===== src/rtl/sump_pkg.sv =====
// Shared definitions for the SUMP command encoder: FSM state encoding and
// protocol constants.
package sump_pkg;

  typedef enum logic [2:0] {
    IDLE,
    CODE,
    DATA,
    GAP,
    RSTSEQ
  } sump_state_t;

  localparam int unsigned SUMP_LONG_BIT  = 7;
  localparam logic [7:0]  SUMP_CMD_RESET = 8'h00;
  localparam int unsigned RST_SEQ_LEN    = 5;

endpackage


===== src/rtl/sump_cmd_encoder.sv =====
// Serialises SUMP commands (1-byte short, 5-byte long) onto a UART TXD byte stream.
// The optional SUMP reset sequence (five 8'h00 bytes) exists only with SUMP_ENC_RESET_SEQ_EN.
module sump_cmd_encoder
  import sump_pkg::*;
#(
  parameter int unsigned BN_GAP = 0
) (
  input  logic        clk,
  input  logic        rst,
  input  logic        cmd_tvalid,
  output logic        cmd_tready,
  input  logic [7:0]  cmd_code,
  input  logic [31:0] cmd_data,
  input  logic        rst_req,
  output logic        str_txd_tvalid,
  output logic [7:0]  str_txd_tdata,
  input  logic        str_txd_tready,
  output logic        busy,
  output logic [15:0] cnt_cmd
);

  localparam bit         GAP_EN   = (BN_GAP > 0);
  localparam logic [7:0] GAP_LOAD = GAP_EN ? 8'(BN_GAP - 1) : 8'h00;

  sump_state_t state, state_d;
  sump_state_t ret_q, ret_d;
  sump_state_t after;

  logic [7:0]  code_q;
  logic [31:0] data_q;
  logic [1:0]  idx_q;
  logic [7:0]  gap_q;
  logic [15:0] cnt_q;
  logic        rst_pend;
  logic        accept;
  logic        xfer;
  logic        last;

`ifdef SUMP_ENC_RESET_SEQ_EN
  logic       pend_q;
  logic [2:0] rs_q;

  // A request in the current cycle already counts as pending so it beats a
  // simultaneous command offer in IDLE.
  assign rst_pend = pend_q | rst_req;
`else
  logic unused_rst_req;

  assign unused_rst_req = rst_req;
  assign rst_pend       = 1'b0;
`endif

  assign cmd_tready     = (state == IDLE) && !rst_pend;
  assign accept         = cmd_tvalid && cmd_tready;
  assign str_txd_tvalid = (state == CODE) || (state == DATA) || (state == RSTSEQ);
  assign xfer           = str_txd_tvalid && str_txd_tready;
  assign busy           = (state != IDLE) || rst_pend;
  assign cnt_cmd        = cnt_q;

  always_comb begin
    str_txd_tdata = 8'h00;
    case (state)
      CODE: str_txd_tdata = code_q;
      DATA: begin
        case (idx_q)
          2'd0:    str_txd_tdata = data_q[7:0];
          2'd1:    str_txd_tdata = data_q[15:8];
          2'd2:    str_txd_tdata = data_q[23:16];
          default: str_txd_tdata = data_q[31:24];
        endcase
      end
      RSTSEQ:  str_txd_tdata = SUMP_CMD_RESET;
      default: str_txd_tdata = 8'h00;
    endcase
  end

  // 'after' is where the FSM heads once the current byte is taken; with a
  // gap configured it is parked in ret_q while GAP counts down.
  always_comb begin
    state_d = state;
    ret_d   = ret_q;
    after   = state;
    last    = 1'b0;
    case (state)
      IDLE: begin
        if (rst_pend) begin
          state_d = RSTSEQ;
        end else if (accept) begin
          state_d = CODE;
        end
      end
      CODE: begin
        if (code_q[SUMP_LONG_BIT]) begin
          after = DATA;
        end else begin
          after = IDLE;
          last  = xfer;
        end
      end
      DATA: begin
        if (idx_q == 2'd3) begin
          after = IDLE;
          last  = xfer;
        end
      end
`ifdef SUMP_ENC_RESET_SEQ_EN
      RSTSEQ: begin
        if (rs_q == 3'(RST_SEQ_LEN - 1)) begin
          after = IDLE;
        end
      end
`endif
      GAP: begin
        if (gap_q == '0) begin
          state_d = ret_q;
        end
      end
      default: state_d = IDLE;
    endcase
    if (xfer) begin
      if (GAP_EN) begin
        state_d = GAP;
        ret_d   = after;
      end else begin
        state_d = after;
      end
    end
  end

  always_ff @(posedge clk or negedge rst) begin
    if (!rst) begin
      state  <= IDLE;
      ret_q  <= IDLE;
      code_q <= '0;
      data_q <= '0;
      idx_q  <= '0;
      gap_q  <= '0;
      cnt_q  <= '0;
    end else begin
      state <= state_d;
      ret_q <= ret_d;
      if (accept) begin
        code_q <= cmd_code;
        data_q <= cmd_data;
        idx_q  <= '0;
      end else if ((state == DATA) && xfer) begin
        idx_q <= idx_q + 2'd1;
      end
      if (xfer && GAP_EN) begin
        gap_q <= GAP_LOAD;
      end else if ((state == GAP) && (gap_q != '0)) begin
        gap_q <= gap_q - 8'd1;
      end
      if (last) begin
        cnt_q <= cnt_q + 16'd1;
      end
    end
  end

`ifdef SUMP_ENC_RESET_SEQ_EN
  always_ff @(posedge clk or negedge rst) begin
    if (!rst) begin
      pend_q <= 1'b0;
      rs_q   <= '0;
    end else begin
      if ((state == IDLE) && rst_pend) begin
        pend_q <= 1'b0;
        rs_q   <= '0;
      end else begin
        pend_q <= pend_q | rst_req;
        if ((state == RSTSEQ) && xfer) begin
          rs_q <= rs_q + 3'd1;
        end
      end
    end
  end
`endif

endmodule


===== config.mk =====
export PLATFORM = sky130hd
export DESIGN_NAME = sump_cmd_encoder
export DESIGN_NICKNAME = d
export VERILOG_FILES = /design/src/rtl/sump_pkg.sv /design/src/rtl/sump_cmd_encoder.sv
export SDC_FILE = /design/constraint.sdc
export NUM_CORES = 1
export LEC_CHECK = 0
export CORE_MARGIN = 8
export CORE_UTILIZATION = 45
export DETAILED_ROUTE_END_ITERATION = 8
export PLACE_DENSITY = 0.76
export SYNTH_ARGS = -nofsm -noshare
export SYNTH_HDL_FRONTEND = slang
export SYNTH_SLANG_ARGS = --single-unit

===== constraint.sdc =====
create_clock -name clk -period 1.85 [get_ports clk]
set_input_delay 0.2775 -clock clk [delete_from_list [all_inputs] [get_ports clk]]
set_output_delay 0.2775 -clock clk [all_outputs]
set_load 0.01 [all_outputs]

; Word level (Yosys, flattened, before mapping)
; Cells that the tools add are included.
[classes]
n_addsub = 3
eq_ne = 12
mux = 14
reduce_logical = 14
[ops]
columns = operator, n
row1 = 8-bit case mux with 3 select lines, 1
row2 = "16-bit by 1-bit adder with 16-bit output, second input constant", 1
row3 = 8-bit case mux with 2 select lines, 1
row4 = 3-bit 2-to-1 mux, 4
row5 = 3-bit case mux with 3 select lines, 1
row6 = 8-bit logical NOT, 1
row7 = 8-bit nonzero test, 1
row8 = "8-bit by 1-bit subtractor with 8-bit output, second input constant", 1
row9 = "3-bit by 2-bit equality test with 1-bit output, second input constant", 2
row10 = 2-bit 2-to-1 mux, 3
row11 = "3-bit by 1-bit inequality test with 1-bit output, second input constant", 2
row12 = "3-bit inequality test, second input constant", 2
row13 = 3-bit case mux with 2 select lines, 1
row14 = 5-bit AND reduction, 1
row15 = "2-bit equality test, second input constant", 2
row16 = 1-bit logical AND, 4
row17 = "3-bit by 1-bit equality test with 1-bit output, second input constant", 1
row18 = "3-bit equality test, second input constant", 1
row19 = 3-bit logical NOT, 1
row20 = 3-bit nonzero test, 1
row21 = "2-bit by 1-bit adder with 2-bit output, second input constant", 1
row22 = "2-bit by 1-bit equality test with 1-bit output, second input constant", 1
row23 = 2-bit logical NOT, 1
row24 = 1-bit logical OR, 2
row25 = 5 further kinds, 6
[word_totals]
reg_bits = 69
inputBits = 45
out_inout_bits = 27
elab_cells = 49

; Logic depth before layout (Yosys ltp)
; Gate-level depths: netlist of the first run.
[logic_depth]
ltp_word = 7
mapped_depth = 7

; Least setup slack after synthesis of the first run
; OpenSTA, ideal clock, no wires.
[synth_timing]
kind = register -> register
startpoint = register state[0]
endpoint = register cnt_q[12] (netlist: cnt_cmd[12])
setup_time_ps = 125
arrival_time_ps = 1709
path_slack_ps = 16
path_stages_with_launch = 7
synth_period_minus_slack_ps = 1834
cell_sequence = dfrtp_1 > inv_1 > ha_1 > nand4_1 > a2111oi_2 > nand4_1 > xnor2_1
[synth_via]
elab_chain_len = 6
word_cells_on_any_way = 9
[synth_lines]
columns = element, line_no
row1 = "start, declared", sump_cmd_encoder.sv:25  ; sump_state_t state, state_d;
row2 = "start signal, assigned", sump_cmd_encoder.sv:140  ; state <= state_d;
row3 = 3-bit by 1-bit equality test with 1-bit output or 3-bit by 2-bit equality test with 1-bit output (tied branches), sump_cmd_encoder.sv:55  ; assign str_txd_tvalid = (state == CODE) || (state == DATA) || (state == RSTSEQ);
row4 = 1-bit logical OR, sump_cmd_encoder.sv:55
row5 = 1-bit logical OR *, sump_cmd_encoder.sv:55
row6 = named net str_txd_tvalid, sump_cmd_encoder.sv:15  ; output logic str_txd_tvalid,
row7 = 1-bit logical AND *, sump_cmd_encoder.sv:56  ; assign xfer = str_txd_tvalid && str_txd_tready;
row8 = "1-bit 2-to-1 mux, on equally long branches", "sump_cmd_encoder.sv:101, sump_cmd_encoder.sv:93"
row9 = 1-bit case mux with 2 select lines *, sump_cmd_encoder.sv:84  ; case (state)
row10 = "end signal, assigned", sump_cmd_encoder.sv:155  ; cnt_q <= cnt_q + 16'd1;
row11 = "end, declared", sump_cmd_encoder.sv:33  ; logic [15:0] cnt_q;
; The timed path passes the listed nets; every way through them passes the cells marked *.
; A chain may end at the register's enable or synchronous reset.

; Final worst setup path of the first run
[layout_timing]
startpoint = register idx_q[1]
endpoint = output str_txd_tdata[6]
[layout_via]
elab_chain_len = 3
word_cells_on_any_way = 5
[layout_lines]
columns = element, line_no
row1 = "start, declared", sump_cmd_encoder.sv:31  ; logic [1:0] idx_q;
row2 = "start signal, assigned", sump_cmd_encoder.sv:147  ; idx_q <= idx_q + 2'd1;
row3 = "2-bit equality test, or another cell as far along", sump_cmd_encoder.sv:65  ; case (idx_q)
row4 = 8-bit case mux with 3 select lines *, sump_cmd_encoder.sv:65
row5 = 8-bit case mux with 2 select lines *, sump_cmd_encoder.sv:62  ; case (state)
row6 = "end, declared", sump_cmd_encoder.sv:16  ; output logic [7:0] str_txd_tdata,
; Every way passes the cells marked *; elsewhere a longest branch is shown, timed or not.

==> impl_metrics.tcl, run 1 <==
set metrics [dict create \
    yosysTopAreaCellShare 0.532 \
    vias 2338 \
    fin_total_pwr_mw 5.78 \
    regToRegEndpoint "cnt_cmd[15]" \
    r2r_slack_ps 40 \
    final_cells 446 \
    crit_type "reg2out" \
    async_flop_share 1.00 \
    endpoint_kind "output port" \
    dieArea_mm2 0.0101 \
    place.gp.congestion 0.836 \
    crit_path_max_incr_delay_ps 440 \
    cts_root_buffer "clkbuf_8" \
    p_comb_frac 0.384 \
    final_area_mm2 0.00449 \
    cp.depth 6 \
    finalMaxSlewViolations 0 \
    die_h_um 100 \
    grt_pass1_vias 2492 \
    area_growth_pct 40.4 \
    wl_per_cell_um 16.9 \
    layout.nets 402 \
    finalHoldViolations 0 \
    place_area_mm2 0.00415 \
    synth_area_mm2 0.00320 \
    final_core_util 0.658 \
    yosysMostFrequentCell "dfrtp_1" \
    synth.yosys.warnings 0 \
    min-delay-path-class "reg2reg" \
    dieWidth_um 100 \
    critical_path_required_ps 1570 \
    path_delay_family "compound AO/OA/AOI/OAI gates" \
    hold_ws_ps 469 \
    peakVddDrop_uv 721 \
    numPortBuffers 70 \
    power_density_mw_per_mm2 1290 \
    slew_headroom 0.736 \
    ys_seq_elements 68 \
    io_pins 72 \
    slowest_stage "dfrtp_1" \
    critPathArrivalTime_ps 1870 \
    synth_cells 252 \
    skew_ps 6.15 \
    seqPwrFrac 0.410 \
    worstSetupStartpointType "flop" \
    ctsHtreeMaxLevel 3 \
    drive_gt1_frac 0.300 \
    syn-num-nets 309 \
    grt_start_max_net_pins 69 \
    clock_path_buffers 2 \
    rsz0062_at_grt "true" \
    worstSetupStartpoint "idx_q[1]" \
    max_freq_ghz 0.466 \
    yosysTopAreaCell "dfrtp_1" \
    core_mm2 0.00683 \
    critical_path_buf_inv_count 2 \
    gr-total-overflow 0 \
    yosysSeqAreaShare 0.532 \
    ant_nets 0 \
    status "finished with violations" \
    clkPwrFrac 0.206 \
    first_iter_violations 87 \
    endpoint "str_txd_tdata[6]" \
    swShare 0.322 \
    synth_common_cells "dfrtp_1, mux2_2, nand2_1, xnor2_1, ha_1" \
    syn_area_per_cell_um2 12.7 \
    max_slew.worst_pin.slew_ps 396 \
    start_util 0.468 \
    setup_viol 8 \
    via_per_inst 5.24 \
    place_hpwl_um 5330 \
    place_inst 424 \
    rows 30 \
    crit_chain "inv_2, ha_4, a222oi_1, o21ai_1, a22o_1, buf_6" \
    setup_slack_ps -298 \
    finalCritPeriodShare 1.16 \
    synth_ff_type "dfrtp_1" \
    pre_cts_slack_ps -409 \
    antenna_cells 0 \
    n_fill_cell 532 \
    cts_buffers 9 \
    synth_area_leaders "dfrtp_1, mux2_2, xnor2_1, ha_1, a222oi_1" \
    drc 0 \
    antenna_found_initial 0 \
    cts_tree "yes" \
    synth_edf_count 0 \
    drt-total-wl_um 7520 \
    first_pass_iters 6 \
    crit_fanout 8 \
    synth_cell_types 39 \
    violations "negative setup slack" \
    cap_violations 0 \
    power.leakage_nw 1.92 \
    grt_pass1_wl_um 12200 \
    p_switching_mw 1.86 \
    grtUsageTotal 0.156 \
    path_clk_slew_ps 70 \
    r2r_start "state[1]" \
    insertion_delay_ps 340 \
    tns_ps -2010 \
    finalCriticalPeriod_ps 2150 \
    reg2regPathDepth 7 \
    p_int_mw 3.92 \
    clock-sinks 68 \
]
-- layer usage --
layer / track usage / wire length [um]
met1: 0.173 / 3030
met2: 0.259 / 3780
met3: 0.0616 / 486
met4: 0.0686 / 218
met5: 0 / 0
-- registers in the layout, indices dropped and copies added (netlist names) --
signal   flops
data_q      32
cnt_cmd     16
code_q       8
gap_q        8
idx_q        2
state        2
-- what timing repair did --
| action | 4_1_cts | 5_1_grt |
|---|---|---|
| hold buffers | 1 | 0 |
| buffers inserted | 3 | 2 |
| endpoints found under the setup margin | 17 | 17 |
| endpoints found under the hold margin | 68 | 0 |
| pin swaps | 21 | 9 |
| gates resized for setup | 58 | 13 |
-- area by class of cell --
cell class	instances	area, um^2	area share
Inverter	8	30.0	0.00668
Clock inverter	6	65.1	0.0145
Sequential cell	68	1700	0.379
Timing Repair Buffer	93	908	0.202
Tap cell	96	120	0.0267
Clock buffer	10	128	0.0284
Multi-Input combinational cell	165	1540	0.343
-- power by group through the flow --
stage,combinational [mW],sequential (mW),clock [mW]
finish,2.22,2.37,1.19
global route,2.41,2.42,1.29
CTS,2.16,2.36,1.23
detailed placement,2.09,2.39,0
global placement,2.03,2.37,0
floorplan,1.22,2.26,0
-- worst min-delay path by stage --
stage,cells past startpoint,end,start
3_5_place_dp,2,cnt_cmd[12],rst
5_1_grt,1,cnt_cmd[12],cnt_cmd[12]
6_report,1,cnt_cmd[15],cnt_cmd[15]
3_3_place_gp,2,cnt_cmd[6],rst
2_1_floorplan,0,cnt_cmd[0],rst
4_1_cts,1,gap_q[7],gap_q[7]
-- layout by cell type, fill, tap and decap left out, types with 2 or more instances in the layout --
cell	netlist	routed
a2111oi_4	1	2
a21oi_1	7	6
a222oi_1	8	8
a22o_1	8	8
buf_12	0	4
buf_2	3	7
buf_4	0	14
buf_6	0	6
clkbuf_8	0	9
clkdlybuf4s50_1	0	58
clkinv_2	0	2
clkinv_4	0	2
dfrtp_1	68	68
dlygate4sd2_1	0	2
ha_1	12	5
ha_4	0	6
inv_1	8	4
inv_2	0	4
mux2_1	7	7
mux2_2	35	35
mux2i_1	2	2
nand2_1	21	21
nand3_1	7	7
nand4_1	5	5
nor3_1	2	2
o21ai_1	3	8
xnor2_1	18	18
xor2_1	4	4
-- kinds of logic after synthesis --
kind of cell,Yosys count,synth area share
buf+inv,19,0.0235
simple gates,49,0.0883
compound gates,38,0.0954
xor+xnor,22,0.0602
fa+ha+maj,12,0.0469
mux,44,0.154
flops,68,0.532
Note: power is estimated with default switching activity, not from simulation.
==> inputs of run 2 (changes only) <==
- CORE_UTILIZATION: 45 -> 54
- PLACE_DENSITY: 0.76 -> 0.85
- clock period: 1.85 -> 2.6 ns (I/O delays scaled with it)
==> run 2 against run 1 <==
Compared with the run above: the flow now finishes without violations; sequential cell count is the same; core utilization up 6.8 points; combinational power fell by 38%; wire length decreased by 7.5%; worst hold slack worse by 430 ps; largest cell class unchanged; largest power group unchanged.
==> impl_metrics.tcl, run 2 (synthesis gave the netlist of run 1 again) <==
set metrics [dict create \
    power.leakage_nw 1.81 \
    status "finished clean" \
    fin_total_pwr_mw 3.79 \
    min-delay-path-class "in2async" \
    endpoint_kind "output port" \
    via_per_inst 5.43 \
    place_hpwl_um 5230 \
    critPathArrivalTime_ps 2120 \
    final_cells 408 \
    path_clk_slew_ps 70 \
    final-seq-area_mm2 0.00170 \
    antenna_cells 0 \
    r2r_slack_ps 550 \
    antenna_found_initial 0 \
    cap_violations 0 \
    hold_ws_ps 44.4 \
    setup_viol 0 \
    finalCriticalPeriod_ps 2510 \
    finalCritPeriodShare 0.964 \
    grt_start_max_net_pins 43 \
    gr-total-overflow 0 \
    vias 2217 \
    max_slew.worst_pin.slew_ps 602 \
    drt-total-wl_um 6950 \
    slew_headroom 0.599 \
    first_pass_iters 5 \
    rows 28 \
    io_pins 72 \
    n_fill_cell 433 \
    clock_path_buffers 2 \
    rsz0062_at_grt "false" \
    cts_root_buffer "clkbuf_8" \
    place_inst 391 \
    place_area_mm2 0.00401 \
    wl_per_cell_um 17.0 \
    insertion_delay_ps 350 \
    drive_gt1_frac 0.219 \
    grtUsageTotal 0.172 \
    grt_pass1_vias 2360 \
    skew_ps 4.78 \
    crit_type "reg2out" \
    place.gp.congestion 0.780 \
    finalHoldViolations 0 \
    largest_reg_flops 32 \
    ant_nets 0 \
    die_h_um 93.0 \
    grt_pass1_wl_um 11700 \
    crit_fanout 8 \
    final_area_mm2 0.00422 \
    finalMaxSlewViolations 0 \
    final_cell_mix "dfrtp_1, clkdlybuf4s50_1, mux2_2" \
    cts_tree "yes" \
    hold_buffers 0 \
    dieArea_mm2 0.00865 \
    tns_ps 0 \
    core_mm2 0.00582 \
    power_density_mw_per_mm2 898 \
    max_freq_ghz 0.399 \
    peakVddDrop_uv 677 \
    area_growth_pct 31.9 \
    numPortBuffers 70 \
    dieWidth_um 93.0 \
    multi_input_area_mm2 0.00146 \
    final_common_cell "dfrtp_1" \
    clock-sinks 68 \
    cts_buffers 9 \
    largest-register "data_q" \
    layout.nets 385 \
    worstSetupStartpointType "flop" \
    critical_path_required_ps 2210 \
    start_util 0.550 \
    first_iter_violations 119 \
    ctsHtreeMaxLevel 3 \
    drc 0 \
]
==> run 2: changes by cell type in the layout (fill, tap and decap cells not counted), moves of 3 or more <==
cell,before,now
buf_2,7,1
clkdlybuf4s50_1,58,61
clkinvlp_4,1,4
buf_4,14,4
o21ai_0,1,5
inv_1,4,7
o21ai_1,8,4
ha_4,6,3
ha_1,5,9
dlygate4sd2_1,2,8
buf_6,6,0
inv_2,4,1
==> run 2: where the power goes <==
group | internal [mW] | leakage (nW) | switching [mW]
Combinational | 0.778 | 0.883 | 0.595
Clock | 0.348 | 0.0779 | 0.418
Sequential | 1.42 | 0.853 | 0.229
Total | 2.55 | 1.81 | 1.24
==> run 2: worst max-delay path, stage by stage, from the launching register on <==
cell	delay [ps]
dfrtp_1	350
inv_1	120
ha_4	230
a222oi_1	440
o21ai_1	110
a22o_1	220
dlygate4sd2_1	290
==> run 2: repair_timing <==
action	4_1_cts	5_1_grt
endpoints found under the hold margin	0	0
buffers inserted	1	0
cloned	0	0
pin swaps	7	1
setup endpoints to repair	8	1
gates resized for setup	18	0
==> run 2: per-layer routing <==
metal	part of all wire	global-route usage
met4	0.019	0.0913
met2	0.50	0.270
met1	0.43	0.216
met3	0.049	0.0441
met5	0	0
==> run 2: area by class of cell <==
cell class	count	area share
well taps	75	0.0222
flip-flops and latches	68	0.403
inverters	8	0.00711
multi-input cells	165	0.347
repair buffers	76	0.179
clock buffers	9	0.0293
clock inverters	7	0.0124
==> run 2: path summary, 6_finish.rpt <==
path                              from                to  cells after the start
max                           idx_q[0]  str_txd_tdata[1]                      6
min                                rst        cnt_cmd[1]                      1
max reg2reg                   state[0]        cnt_cmd[5]                      7
min reg2reg                cnt_cmd[15]       cnt_cmd[15]                      1
max in group asynchronous          rst          gap_q[4]                      2
min in group clk           cnt_cmd[15]       cnt_cmd[15]                      1
==> run 2: stage by stage <==
| stage | util | setup slack (ps) |
|---|---|---|
| 2_1_floorplan | - | 758 |
| 3_3_place_gp | 0.689 | 214 |
| 3_5_place_dp | 0.689 | 170 |
| 4_1_cts | 0.726 | 110 |
| 5_1_grt | 0.726 | 17.6 |
| 6_report | 0.726 | 94.7 |
==> inputs of run 3 (changes only) <==
- CTS_CLUSTER_DIAMETER: default -> 40
- SLEW_MARGIN: default -> 20
- clock period: 2.6 -> 3 ns (I/O delays scaled with it)
==> run 3 against run 2 <==
Compared with the run above: first-iteration DRC count fell by 1.7%; wire length grew 3.3%; clock skew increased by 5.1 ps; global-route usage grew 0.21 points; clock-buffer cell count is the same; core utilization fell by 0.15 points; sequential share of layout area increased by 0.084 points; highest routed layer unchanged.
==> impl_metrics.tcl, run 3 (synthesis gave the netlist of run 1 again) <==
set metrics [dict create \
    finalCriticalPeriod_ps 2860 \
    io_pins 72 \
    crit_chain "inv_1, ha_1, a222oi_1, o21ai_1, a22o_1, clkdlybuf4s50_1" \
    via_per_inst 5.55 \
    vias 2257 \
    final_common_cell "clkdlybuf4s50_1" \
    crit_fanout 8 \
    slew_headroom 0.619 \
    numPortBuffers 70 \
    crit_type "reg2out" \
    status "finished clean" \
    antenna_found_initial 0 \
    critPathArrivalTime_ps 2410 \
    first_pass_iters 4 \
    min-delay-path-class "reg2reg" \
    wl_per_cell_um 17.6 \
    die_h_um 93.0 \
    setup_viol 0 \
    dieWidth_um 93.0 \
    start_util 0.550 \
    power_density_mw_per_mm2 819 \
    cts_root_buffer "clkbuf_8" \
    drive_gt1_frac 0.202 \
    place_hpwl_um 5230 \
    dieArea_mm2 0.00865 \
    cap_violations 0 \
    critical_path_required_ps 2550 \
    slowest_stage "clkdlybuf4s50_1" \
    drt-total-wl_um 7180 \
    endpoint_kind "output port" \
    cts_tree "yes" \
    place.gp.congestion 0.798 \
    postCtsSetupRepairBufs 0 \
    ant_nets 0 \
    max_freq_ghz 0.349 \
    area_growth_pct 31.6 \
    max_slew.worst_pin.slew_ps 571 \
    peakVddDrop_uv 506 \
    insertion_delay_ps 340 \
    layout.nets 384 \
    grt_pass1_wl_um 11900 \
    grt_start_max_net_pins 38 \
    rows 28 \
    grtUsageTotal 0.175 \
    tns_ps 0 \
    crit_path_max_incr_delay_ps 480 \
    finalMaxSlewViolations 0 \
    largest_reg_flops 32 \
    rsz0062_at_grt "false" \
    cts_buffers 9 \
    antenna_cells 0 \
    n_fill_cell 426 \
    final-seq-area_mm2 0.00170 \
    multi_input_area_mm2 0.00143 \
    largest-register "data_q" \
    clock_path_buffers 2 \
    drc 0 \
    power.leakage_nw 1.79 \
    skew_ps 9.85 \
    ctsHtreeMaxLevel 3 \
    fin_total_pwr_mw 3.45 \
    first_iter_violations 117 \
    core_mm2 0.00582 \
    worstSetupStartpointType "flop" \
    clock-sinks 68 \
    gr-total-overflow 0 \
    finalHoldViolations 0 \
    grt_pass1_vias 2416 \
    final_cell_mix "clkdlybuf4s50_1, dfrtp_1, mux2_2" \
    finalCritPeriodShare 0.954 \
    path_clk_slew_ps 80 \
]
run 3: layout make-up:
cell class | count | share of cell area
flip-flops and latches | 68 | 0.404
clock inverters | 7 | 0.0235
inverters | 8 | 0.00713
multi-input cells | 165 | 0.339
well taps | 75 | 0.0223
repair buffers | 75 | 0.175
clock buffers | 9 | 0.0294
run 3: metal layers:
layer  GRT usage  vias up  part of all wire
met5           0        -                 0
met4      0.0685        0            0.0097
met3      0.0425        7             0.053
met2       0.275       53              0.50
met1       0.227     1133              0.44
li1            -     1064                 -
run 3: power breakdown:
group | internal [mW] | switching (mW) | total [mW]
logic | 0.667 | 0.518 | 1.19
registers | 1.23 | 0.193 | 1.43
clock network | 0.472 | 0.368 | 0.840
total | 2.37 | 1.08 | 3.45
run 3: what timing repair did:
action                                  4_1_cts  5_1_grt
endpoints found under the setup margin        0        4
hold buffers                                  1        0
gates resized for setup                       0        2
endpoints found under the hold margin        10        0
run 3: per-stage QoR:
stage / hold slack (ps) / std cells / area (um^2) / setup WS (ps) / util
2_1_floorplan: 154 / 252 / 3200 / 1100 / -
3_3_place_gp: 329 / 390 / 3980 / 507 / 0.684
3_5_place_dp: 333 / 390 / 3980 / 448 / 0.684
4_1_cts: 477 / 407 / 4210 / 45.5 / 0.724
5_1_grt: 506 / 407 / 4210 / 3.42 / 0.724
6_report: 476 / 407 / 4210 / 137 / 0.724
run 3: worst max-delay path, delay by kind of cell, from the launching register on:
| kind | cells | cell delay, ps |
|---|---|---|
| flip-flops | 1 | 390 |
| buffers and inverters | 2 | 580 |
| AO/OA/AOI/OAI | 3 | 770 |
| adder cells (fa/ha/maj) | 1 | 330 |
run 3: final timing paths:
kind                                  start          endpoint  slack (ps)  cells past startpoint
max in group asynchronous               rst          state[1]        1760                      3
worst max register to register     idx_q[1]       cnt_cmd[12]         830                      5
worst min register to register  cnt_cmd[15]       cnt_cmd[15]         480                      1
worst min-delay path            cnt_cmd[15]       cnt_cmd[15]         480                      1
worst max-delay path               idx_q[0]  str_txd_tdata[0]         140                      6
min in group asynchronous               rst        data_q[23]         500                      2
